<file path="config.mk">
export PLATFORM = sky130hd
export DESIGN_NAME = muldiv_iter_flat
export DESIGN_NICKNAME = d
export VERILOG_FILES = /design/src/rtl/muldiv_iter_if.sv /design/src/rtl/muldiv_iter.sv /design/src/flat_wrapper.sv
export SDC_FILE = /design/constraint.sdc
export NUM_CORES = 1
export LEC_CHECK = 0
export ABC_AREA = 1
export ABC_CLOCK_PERIOD_IN_PS = 4760
export CORE_MARGIN = 4
export CORE_UTILIZATION = 47
export DETAILED_ROUTE_END_ITERATION = 7
export PLACE_DENSITY = 0.66
export SETUP_SLACK_MARGIN = 0.1
export SYNTH_ARGS = -nofsm -noshare
export SYNTH_HDL_FRONTEND = slang
export SYNTH_SLANG_ARGS = --single-unit
</file>
<file path="constraint.sdc">
create_clock -name clk -period 4.76 [get_ports clk]
set_input_delay 0.476 -clock clk [delete_from_list [all_inputs] [get_ports clk]]
set_output_delay 0.476 -clock clk [all_outputs]
set_load 0.01 [all_outputs]
</file>
<file path="src/rtl/muldiv_iter_if.sv">
// Request/response bundle between the EX stage and the iterative mul/div unit.
//   master : issues start/op/a/b and cancel (flush); observes busy/done/results
//   slave  : the muldiv_iter unit itself
interface muldiv_iter_if #(
  parameter int unsigned WIDTH = 32
);
  logic             start;
  logic [1:0]       op;        // 00 mult, 01 multu, 10 div, 11 divu
  logic [WIDTH-1:0] a;
  logic [WIDTH-1:0] b;
  logic             cancel;
  logic             busy;
  logic             done;
  logic             div_zero;
  logic [WIDTH-1:0] result_hi;
  logic [WIDTH-1:0] result_lo;

  modport master (
    output start, op, a, b, cancel,
    input  busy, done, div_zero, result_hi, result_lo
  );

  modport slave (
    input  start, op, a, b, cancel,
    output busy, done, div_zero, result_hi, result_lo
  );
endinterface

</file>
<file path="src/rtl/muldiv_iter.sv">
// Iterative signed/unsigned multiply and divide unit with a start/busy/done handshake.
//   clk  : clock, rising edge
//   rst  : asynchronous active-low reset
//   bus  : muldiv_iter_if slave
//          start/op/a/b sampled only in IDLE; cancel aborts RUN/FIX
//          busy while RUN/FIX; done one-cycle pulse with result_hi/result_lo/div_zero
// Multiply: radix-2 shift-add on a 2*WIDTH accumulator, WIDTH iterations.
// Divide: restoring division, one quotient bit per cycle, MSB first.
// Signed ops run on magnitudes and are sign-corrected in FIX.
module muldiv_iter #(
  parameter int unsigned WIDTH = 32,
  parameter int unsigned CNT_W = $clog2(WIDTH) + 1
) (
  input logic          clk,
  input logic          rst,
  muldiv_iter_if.slave bus
);

  localparam logic [1:0] StIdle = 2'd0;
  localparam logic [1:0] StRun  = 2'd1;
  localparam logic [1:0] StFix  = 2'd2;

  logic [1:0]         state_q, state_d;
  logic [CNT_W-1:0]   cnt_q, cnt_d;
  logic [1:0]         op_q, op_d;
  logic               neg_quo_q, neg_quo_d;  // negate product / quotient
  logic               neg_rem_q, neg_rem_d;  // negate remainder
  logic [WIDTH-1:0]   b_q, b_d;
  // Multiply: {hi, lo} partial product. Divide: low half shifts dividend out, quotient in.
  logic [2*WIDTH-1:0] acc_q, acc_d;
  logic [WIDTH-1:0]   rem_q, rem_d;
  logic               done_q, done_d;
  logic               div_zero_q, div_zero_d;
  logic [WIDTH-1:0]   res_hi_q, res_hi_d;
  logic [WIDTH-1:0]   res_lo_q, res_lo_d;

  // Operand conditioning in IDLE; the most-negative value maps onto itself as unsigned.
  logic             in_signed;
  logic [WIDTH-1:0] a_abs, b_abs;
  assign in_signed = ~bus.op[0];
  assign a_abs     = (in_signed && bus.a[WIDTH-1]) ? -bus.a : bus.a;
  assign b_abs     = (in_signed && bus.b[WIDTH-1]) ? -bus.b : bus.b;

  // One multiply step: add b into the upper half on lsb, then shift right with carry.
  logic [WIDTH:0] mul_sum;
  assign mul_sum = {1'b0, acc_q[2*WIDTH-1:WIDTH]} + {1'b0, (acc_q[0] ? b_q : '0)};

  // One restoring-divide step on the WIDTH+1 bit shifted remainder.
  logic [WIDTH:0]   rem_sh;
  logic             div_ge;
  logic [WIDTH-1:0] div_diff;
  assign rem_sh   = {rem_q, acc_q[WIDTH-1]};
  assign div_ge   = rem_sh >= {1'b0, b_q};
  assign div_diff = rem_sh[WIDTH-1:0] - b_q;  // exact whenever div_ge

  logic [2*WIDTH-1:0] prod_fix;
  logic [WIDTH-1:0]   quo_fix, rem_fix;
  assign prod_fix = neg_quo_q ? -acc_q : acc_q;
  assign quo_fix  = neg_quo_q ? -acc_q[WIDTH-1:0] : acc_q[WIDTH-1:0];
  assign rem_fix  = neg_rem_q ? -rem_q : rem_q;

  always_comb begin
    state_d    = state_q;
    cnt_d      = cnt_q;
    op_d       = op_q;
    neg_quo_d  = neg_quo_q;
    neg_rem_d  = neg_rem_q;
    b_d        = b_q;
    acc_d      = acc_q;
    rem_d      = rem_q;
    done_d     = 1'b0;
    div_zero_d = div_zero_q;
    res_hi_d   = res_hi_q;
    res_lo_d   = res_lo_q;

    case (state_q)
      StIdle: begin
        if (bus.start && !bus.cancel) begin
          op_d       = bus.op;
          cnt_d      = '0;
          neg_quo_d  = in_signed & (bus.a[WIDTH-1] ^ bus.b[WIDTH-1]);
          neg_rem_d  = in_signed & bus.a[WIDTH-1];
          b_d        = b_abs;
          rem_d      = '0;
          div_zero_d = 1'b0;
          if (bus.op[1] && (bus.b == '0)) begin
            // Raw dividend kept so FIX can return it uncorrected in result_hi.
            acc_d   = {{WIDTH{1'b0}}, bus.a};
            state_d = StFix;
          end else begin
            acc_d   = {{WIDTH{1'b0}}, a_abs};
            state_d = StRun;
          end
        end
      end

      StRun: begin
        if (bus.cancel) begin
          state_d = StIdle;
        end else begin
          cnt_d = cnt_q + CNT_W'(1);
          if (op_q[1]) begin
            rem_d = div_ge ? div_diff : rem_sh[WIDTH-1:0];
            acc_d = {acc_q[2*WIDTH-1:WIDTH], acc_q[WIDTH-2:0], div_ge};
          end else begin
            acc_d = {mul_sum, acc_q[WIDTH-1:1]};
          end
          if (cnt_q == CNT_W'(WIDTH - 1)) begin
            state_d = StFix;
          end
        end
      end

      StFix: begin
        state_d = StIdle;
        if (!bus.cancel) begin
          done_d = 1'b1;
          if (op_q[1]) begin
            if (b_q == '0) begin
              res_lo_d   = '1;
              res_hi_d   = acc_q[WIDTH-1:0];
              div_zero_d = 1'b1;
            end else begin
              res_lo_d = quo_fix;
              res_hi_d = rem_fix;
            end
          end else begin
            res_hi_d = prod_fix[2*WIDTH-1:WIDTH];
            res_lo_d = prod_fix[WIDTH-1:0];
          end
        end
      end

      default: state_d = StIdle;
    endcase
  end

  always_ff @(posedge clk or negedge rst) begin
    if (!rst) begin
      state_q    <= StIdle;
      cnt_q      <= '0;
      op_q       <= '0;
      neg_quo_q  <= 1'b0;
      neg_rem_q  <= 1'b0;
      b_q        <= '0;
      acc_q      <= '0;
      rem_q      <= '0;
      done_q     <= 1'b0;
      div_zero_q <= 1'b0;
      res_hi_q   <= '0;
      res_lo_q   <= '0;
    end else begin
      state_q    <= state_d;
      cnt_q      <= cnt_d;
      op_q       <= op_d;
      neg_quo_q  <= neg_quo_d;
      neg_rem_q  <= neg_rem_d;
      b_q        <= b_d;
      acc_q      <= acc_d;
      rem_q      <= rem_d;
      done_q     <= done_d;
      div_zero_q <= div_zero_d;
      res_hi_q   <= res_hi_d;
      res_lo_q   <= res_lo_d;
    end
  end

  assign bus.busy      = (state_q != StIdle);
  assign bus.done      = done_q;
  assign bus.div_zero  = div_zero_q;
  assign bus.result_hi = res_hi_q;
  assign bus.result_lo = res_lo_q;

endmodule
</file>
<file path="src/flat_wrapper.sv">
// flat-port wrapper written by rule: the top's interface ports become plain ports
module muldiv_iter_flat 
#(
  parameter int unsigned WIDTH = 32,
  parameter int unsigned CNT_W = $clog2(WIDTH) + 1
)
  (clk, rst, bus_start, bus_op, bus_a, bus_b, bus_cancel, bus_busy, bus_done, bus_div_zero, bus_result_hi, bus_result_lo);
  muldiv_iter_if #(.WIDTH(WIDTH)) bus_i ();
  input logic clk;
  input logic rst;
  input wire logic [$bits(bus_i.start)-1:0] bus_start;
  input wire logic [$bits(bus_i.op)-1:0] bus_op;
  input wire logic [$bits(bus_i.a)-1:0] bus_a;
  input wire logic [$bits(bus_i.b)-1:0] bus_b;
  input wire logic [$bits(bus_i.cancel)-1:0] bus_cancel;
  output wire logic [$bits(bus_i.busy)-1:0] bus_busy;
  output wire logic [$bits(bus_i.done)-1:0] bus_done;
  output wire logic [$bits(bus_i.div_zero)-1:0] bus_div_zero;
  output wire logic [$bits(bus_i.result_hi)-1:0] bus_result_hi;
  output wire logic [$bits(bus_i.result_lo)-1:0] bus_result_lo;
  assign bus_i.start = bus_start;
  assign bus_i.op = bus_op;
  assign bus_i.a = bus_a;
  assign bus_i.b = bus_b;
  assign bus_i.cancel = bus_cancel;
  assign bus_busy = bus_i.busy;
  assign bus_done = bus_i.done;
  assign bus_div_zero = bus_i.div_zero;
  assign bus_result_hi = bus_i.result_hi;
  assign bus_result_lo = bus_i.result_lo;
  muldiv_iter #(.WIDTH(WIDTH), .CNT_W(CNT_W)) u_core (.clk(clk), .rst(rst), .bus(bus_i));
endmodule
</file>
-- After elaboration in Yosys (flattened, before gate mapping)
Cells that the tools add are included.
- register bits: 206
- bits of input ports: 70
- output and inout bits: 67
- word-level logic and storage cells: 91
- add/subtract/negate cells: 8
- order comparisons: 1
- equality and inequality tests: 11
- multiplexer cells: 35
- bitwise logic cells: 5
- reduce and logical (&&, ||, !) cells: 18
- operator list (kind ; number):
    $mux W32 ; 14
    $mux W64 ; 4
    $neg A32 Y32 ; 4
    $pmux W64 S2 ; 1
    $logic_not A32 Y1 ; 2
    $neg A64 Y64 ; 1
    $pmux W32 S2 ; 1
    $add A32 B32 Y33 ; 1
    $ge A33 B32 Y1 ; 1
    $sub A32 B32 Y32 ; 1
    $mux W6 ; 2
    $pmux W6 S2 ; 1
    $mux W2 ; 4
    $ne A2 B1 Y1 const B ; 4
    $reduce_and A4 Y1 ; 2
    $add A6 B1 Y6 const B ; 1
    $eq A6 B5 Y1 const B ; 1
    $mux W1 ; 6
    $ne A2 B2 Y1 const B ; 3
    $reduce_and A2 Y1 ; 3
    $reduce_bool A2 Y1 ; 3
    $reduce_and A5 Y1 ; 1
    $logic_and A1 B1 Y1 ; 4
    $pmux W2 S2 ; 1
    other kinds (10) ; 12

-- Longest topological paths before layout
Gate-level depths: netlist (run 1).
- depth after elaboration: 6
- mapped depth: 17

-- Worst setup path before layout (run 1)
OpenSTA, ideal clock, no wires.
- path kind: reg-to-reg
- start point: register u_core.acc_q[0]
- end point: register u_core.acc_q[59]
- library setup time: 0.117 ns
- arrival time: 2.443 ns
- setup slack: 2.200 ns
- stages on the path, launching flop included: 16
- cell sequence: dfrtp_1 -> buf_2 -> clkbuf_1 -> nand2_1 -> inv_1 -> ha_1 -> inv_1 -> fa_1 -> o21ai_1 -> a21oi_1 -> o21ai_1 -> nand3_1 -> nand2_1 -> nand2_1 -> nand3_1 -> nand2_1
- cells in the longest elaborated chain, start to end: 5
- RTL lines (what ; RTL line ; text):
    start, declared ; muldiv_iter.sv:30 ; logic [2*WIDTH-1:0] acc_q, acc_d;
    start signal, assigned ; muldiv_iter.sv:146 ; acc_q <= '0;
    start signal, assigned ; muldiv_iter.sv:159 ; acc_q <= acc_d;
    $mux W32 ; muldiv_iter.sv:46 ; assign mul_sum = {1'b0, acc_q[2*WIDTH-1:WIDTH]} + {1'b0, (acc_q[0] ? b_q : '0)};
    $add A32 B32 Y33 ; muldiv_iter.sv:46 ;
    $mux W64 ; muldiv_iter.sv:102 ; if (op_q[1]) begin
    $mux W64 ; muldiv_iter.sv:98 ; if (bus.cancel) begin
    $pmux W64 S2 ; muldiv_iter.sv:76 ; case (state_q)
No other way between the ends. The select of a mux whose other input is x is not followed.
A chain may end at the register's enable or synchronous reset.

-- Worst setup path after layout (run 1)
- start point: register u_core.acc_q[0]
- end point: register u_core.acc_q[57]
The elaborated chain is that of the path after synthesis.

==> results.md, run 1 <==
- Reg2reg setup slack: between 1 and 1.5 ns
- YS warnings: 0
- Per-cell routed wire length: 20.3 um
- Run status: complete, no violations
- Minimum clock period: 3.40 ns
- Total GRT Usage: roughly 34%
- Tcrit/Tclk final: a little under three quarters
- Vias per std cell: 5.81
- Clk slew on worst S/H paths: 0.06 ns
- Core area: 0.0399 mm^2
- Number of diodes: 0
- Inserted Clock Buffers: 27
- Pins Over Slew Limit: 0
- Die width: roughly 210 um
- Post-Synthesis Cells: 3185
- Placer congestion estimate: around 1.0
- EDFF count, synth: 0
- Initial DRC Count: 2692
- Logic pwr share: 43.6%
- Layout area overhead: 13.6%
- Clock share of power: a little under a quarter
- Worst relative slew slack: ~28%
- Layout Utilization: between 50% and 60%
- # Max-Cap Violations: 0
- Yosys top cell by area: dfrtp_1
- Top-count cell post-synth: nand2_1
- Hold Path Class: in2async
- Longest Clk Path Bufs: 3
- Largest net degree at the start of global routing: ~120
- I/O Buffers: about 140
- Psw: 3960 uW
- Fin. Hold Viols: 0
- Clk root buf: clkbuf_16
- TritonCTS clock tree: done
- DR pass1 iterations: 7
- Initial antenna violation count: 0
- Switching Share: 44.7%
- Final global-route overflow total: 0
- CP Max Fanout: 35
- P_int: 4890 uW
- Seq/Total Area, Yosys: between 20% and 30%
- Max Freq: 295 MHz
- Synth Register Bits: between 200 and 250
- Multi-input gate area: 0.0120 mm^2
- Total Wirelength: 77.2 mm
- Synth async-reset ratio: 100%
- CTS Sinks: just over 200
- I/O pin count: 137
- Setup TNS Final: 0 ns
- Vias in the first global route: 20393
- Row count: 73
- WS Path Type: reg2reg
- Mapped Area: 0.0191 mm^2
- Worst Path Required: 5.22 ns
- Drt drc: 0
- Pwr/cell area: 408 mW/mm^2
- Synth top area cells: dfrtp_1 27%, nand2_1 19%, nor2_1 8.7%
- Leak: 0.0111 uW
- Critical Path Source Type: flip-flop
- Sequential Power Share: 33.1%
- Routed via count: 22117
- Yosys top cell area share: 26.9%
- Worst skew pair latency: 0.57 ns
- Dpl hpwl: approximately 60 mm
- Register Area: 0.00513 mm^2
- DIE AREA: 0.0439 mm^2
- Worst EP arrival: a little under 4 ns
- Die H: about 210 um
- Post-cts repair resize count: 0
- Top FF cell, synth: dfrtp_1
- RSZ-0062 raised after global routing: false
- Share of cells above drive strength 1: 3.66%
- H-Tree Depth: 1
- Synth cell count leaders: 946 x nand2_1, 441 x nor2_1, 373 x inv_1, 319 x nand3_1, 205 x dfrtp_1
- Worst IR Drop VDD: 0.304 mV
- Post-DRT Antenna Nets: 0
- First-pass GRT wire length: 118 mm
- Setup Skew: 0.0191 ns
- Mapped Nets: 3326
- NumNets Final: between 3000 and 4000
- Count of cell types in the netlist: 45
- CP endpoint kind: flip-flop
- Avg Cell Area, Syn: 5.99 um^2
- Worst slew pin tran: 1.08 ns
- Setup Viol. Count Final: 0
- Starting Density: ~48%
- Filler instances: between 4000 and 5000
[cell usage in the layout, fill, tap and decap left out, drive strengths merged, types with 6 or more instances in the layout]
cell type	count
clkdlybuf4s50	135
o21ai	193
a221oi	31
xor2	68
nor3	35
nand3b	18
buf	23
clkinv	13
o21bai	14
ha	69
xnor2	19
clkbuf	37
a21o	8
nand2	953
inv	387
a31oi	6
nand4	46
or2	9
dfrtp	205
o22ai	23
nor2	452
a21oi	194
nand3	321
[power by group through the flow]
| stage | Combinational (uW) | Sequential [uW] | Clock, uW |
|---|---|---|---|
| global route | 4230 | 2960 | 2130 |
| floorplan | 2250 | 2690 | 0 |
| CTS | 3810 | 2890 | 2070 |
| finish | 3860 | 2930 | 2050 |
| global placement | 3760 | 2900 | 0 |
| detailed placement | 3790 | 2920 | 0 |
[final cells by class]
cell class | instances | area share [%]
Clock buffer | 36 | 3.55
Multi-Input combinational cell | 2479 | 55.4
Inverter | 387 | 6.70
Tap cell | 525 | 3.03
Timing Repair Buffer | 160 | 7.19
Sequential cell | 205 | 23.7
Clock inverter | 14 | 0.490
[cell families (layout without fill, tap and decap cells)]
| family | Yosys count | count (layout) | synth area share (%) |
|---|---|---|---|
| flops | 205 | 205 | 26.9 |
| fa+ha+maj | 71 | 71 | 4.73 |
| xor+xnor | 87 | 87 | 3.99 |
| simple gates | 1838 | 1838 | 40.1 |
| mux | 1 | 1 | 0.0590 |
| compound gates | 482 | 482 | 14.0 |
| buf+inv | 501 | 597 | 10.3 |
[timing repair]
item / in CTS / in global routing
hold buffers: 1 / 0
setup buffers: 0 / 0
endpoints found under the hold margin: 21 / 0
[layer usage]
layer	GRT usage, %	part of all wire (%)	routed length (um)
met4	11.5	3.8	2940
met2	51.8	43	33400
met3	3.65	9.2	7100
met5	0	0	0
met1	49.6	44	33800
[path summary, 6_finish.rpt]
kind	cells after the start	startpoint	endpoint
worst max-delay path	14	u_core.acc_q[0]	u_core.acc_q[57]
worst min-delay path	2	rst	u_core.bus.result_lo[12]
worst max register to register	14	u_core.acc_q[0]	u_core.acc_q[57]
worst min register to register	2	u_core.bus.result_lo[6]	u_core.bus.result_lo[6]
max in group asynchronous	3	rst	u_core.b_q[12]
min in group clk	2	u_core.bus.result_lo[6]	u_core.bus.result_lo[6]
[sequential cells by signal, indices dropped and copies added (netlist names), 2 cells and up]
register / cells
u_core.acc_q: 64
u_core.state_q: 2
u_core.rem_q: 32
u_core.bus.result_hi: 32
u_core.bus.result_lo: 32
u_core.b_q: 32
u_core.cnt_q: 6
[worst max-delay path, cell delays in order, from the launching register on]
cell,delay (ns)
dfrtp_1,0.32
buf_4,0.41
nand2_1,0.19
inv_1,0.09
ha_1,0.17
inv_1,0.06
fa_1,0.41
o21ai_1,0.48
a21oi_1,0.19
o21bai_1,0.39
nand3_1,0.24
nand3_1,0.13
nand2_1,0.05
nand3_1,0.07
nand2_1,0.07
[through the flow]
step	hold slack, ns	area, um^2	std cells	power, uW	setup slack [ns]
3_5_place_dp	0.490	20800	3755	6710	1.44
6_report	0.497	21700	3806	8840	1.36
5_1_grt	0.526	21700	3806	9320	1.16
3_3_place_gp	0.487	20800	3755	6650	1.44
2_1_floorplan	0.180	19100	3185	4940	2.20
4_1_cts	0.504	21700	3806	8770	1.41
Power figures use the tool's default switching activity.
==> run 2: changes to the inputs <==
--- a/config.mk
+++ b/config.mk
@@ -6,11 +6,11 @@
 export NUM_CORES = 1
 export LEC_CHECK = 0
 export ABC_AREA = 1
-export ABC_CLOCK_PERIOD_IN_PS = 4760
+export ABC_CLOCK_PERIOD_IN_PS = 3050
 export CORE_MARGIN = 4
 export CORE_UTILIZATION = 47
 export DETAILED_ROUTE_END_ITERATION = 7
-export PLACE_DENSITY = 0.66
+export PLACE_DENSITY = 0.69
 export SETUP_SLACK_MARGIN = 0.1
 export SYNTH_ARGS = -nofsm -noshare
 export SYNTH_HDL_FRONTEND = slang
==> constraint.sdc (replaced) <==
create_clock -name clk -period 3.05 [get_ports clk]
set_input_delay 0.305 -clock clk [delete_from_list [all_inputs] [get_ports clk]]
set_output_delay 0.305 -clock clk [all_outputs]
set_load 0.01 [all_outputs]
==> results.md, run 2 (synthesis results as in run 1) <==
- Share of cells above drive strength 1: 4.50%
- P_int: 7740 uW
- Family with the most delay on the worst path: compound AO/OA/AOI/OAI gates
- Tcrit/Tclk final: 94.6%
- Minimum clock period: 2.88 ns
- Per-cell routed wire length: 20.3 um
- Worst slew pin tran: 0.991 ns
- Die width: 210 um
- Final global-route overflow total: 0
- Longest Clk Path Bufs: 3
- Psw: about 6200 uW
- Routed via count: 22034
- Multi-input gate area: around 0.012 mm^2
- Core area: 0.0399 mm^2
- Critical Path Source Type: flip-flop
- Worst IR Drop VDD: 0.511 mV
- WP buf/inv: 2
- Setup Skew: 0.0390 ns
- Post-CTS Setup Inserts: 0
- Inserted Clock Buffers: 26
- I/O pin count: approximately 140
- Placer congestion estimate: 1.04
- Most frequent cells in the layout: 946 x nand2_1, 438 x nor2_1, 373 x inv_1
- Hold Worst Slack: 0.345 ns
- Die H: 210 um
- Worst r2r src: u_core.acc_q[0]
- Register Area: roughly 0.0051 mm^2
- Max Freq: 347 MHz
- Largest net degree at the start of global routing: 77
- H-Tree Depth: 1
- Layout Utilization: 55.1%
- Fin. Hold Viols: 0
- Crit path from: u_core.acc_q[0]
- Most frequent CP cell: nand2_1
- Logic pwr share: ~44%
- Run status: complete, no violations
- Clk root buf: clkbuf_16
- NumNets Final: around 3400
- Critical Path, Cell by Cell: buf_12 -> nand2_1 -> inv_1 -> ha_1 -> nand2_1 -> o21ai_0 -> a21oi_1 -> nand2_1 -> nand3b_1 -> a21oi_1 -> o21ai_0
- Total Wirelength: approximately 80 mm
- I/O Buffers: 136
- Setup Viol. Count Final: 0
- Layout area overhead: 15.3%
- CP endpoint kind: flip-flop
- Row count: 73
- Worst EP arrival: 3.35 ns
- Starting Density: between 40 and 50%
- Worst Path Required: 3.51 ns
- Leak: 0.0113 uW
- Total GRT Usage: 34.1%
- Drt drc: 0
- Vias in the first global route: 20121
- Sequential Power Share: roughly a third
- TritonCTS clock tree: done
- Filler instances: ~4000
- Critical-path cell with the highest stage delay: o21ai_0
- First-pass GRT wire length: 119 mm
- Clk slew on worst S/H paths: 0.06 ns
- Post-DRT Antenna Nets: 0
- Pwr Total: about 14000 uW
- Initial DRC Count: ~2700
- Max reg flops: 64
- Commonest non-fill, non-tap cell in the layout: nand2_1
- DR pass1 iterations: 8
- CTS Sinks: 205
- Dpl hpwl: ~62 mm
- Pwr/cell area: 633 mW/mm^2
- WS Path Type: reg2reg
- Worst skew pair latency: 0.58 ns
- Clock share of power: between 20% and 30%
- Vias per std cell: about 5.7
- Setup TNS Final: 0 ns
- Number of diodes: 0
- Pins Over Slew Limit: 0
- Register with the most flip-flops: u_core.acc_q
- DIE AREA: 0.0439 mm^2
- Worst relative slew slack: 33.9%
- Worst stage delay on the critical path: 0.59 ns
- Switching Share: 44.4%
- Hold Path Class: in2async
- Initial antenna violation count: 0
- RSZ-0062 raised after global routing: false
- CP Max Fanout: 30
- # Max-Cap Violations: 0
-- run 2: per-layer routing --
metal	share of wire, %	global-route usage [%]	up-vias	routed length, um
met3	11	7.06	152	8360
met4	3.5	9.74	0	2740
met5	0	0	-	0
met1	43	49.7	10211	33800
met2	42	51.2	1170	33100
li1	-	-	10501	-
-- run 2: worst paths after layout --
check | to | slack [ns] | cells after the start
min in group clk | u_core.neg_rem_q | 0.45 | 3
hold / removal | u_core.bus.result_lo[3] | 0.34 | 2
setup / recovery | u_core.acc_q[60] | 0.17 | 11
hold reg to reg | u_core.bus.result_lo[6] | 0.51 | 2
setup reg to reg | u_core.acc_q[60] | 0.17 | 11
max in group asynchronous | u_core.b_q[11] | 1.85 | 3
-- run 2: power by group through the flow --
stage / registers (uW) / logic [uW] / clock network [uW]
after floorplan: 4200 / 3510 / 0
after global placement: 4530 / 5970 / 0
after detailed placement: 4550 / 6030 / 0
after CTS: 4510 / 6060 / 3240
after global routing: 4630 / 6720 / 3360
final: 4570 / 6150 / 3210
-- run 2: what timing repair did --
| action | in CTS | in global routing |
|---|---|---|
| hold buffers | 1 | 0 |
| endpoints found under the hold margin | 73 | 0 |
| resized for setup | 0 | 1 |
| endpoints found under the setup margin | 0 | 4 |
-- run 2: layout make-up --
type,instances,area share (%)
Multi-Input combinational cell,2479,54.6
Timing Repair Buffer,195,8.62
Clock buffer,33,3.21
Inverter,387,6.60
Clock inverter,11,0.693
Sequential cell,205,23.3
Tap cell,525,2.98
-- run 2: through the flow --
stage	worst slack (ns)	cells	area, um^2
after floorplan	0.490	3185	19100
after global placement	0.120	3790	21100
after detailed placement	0.111	3790	21100
after CTS	0.313	3835	22000
after global routing	0.103	3835	22000
final	0.165	3835	22000
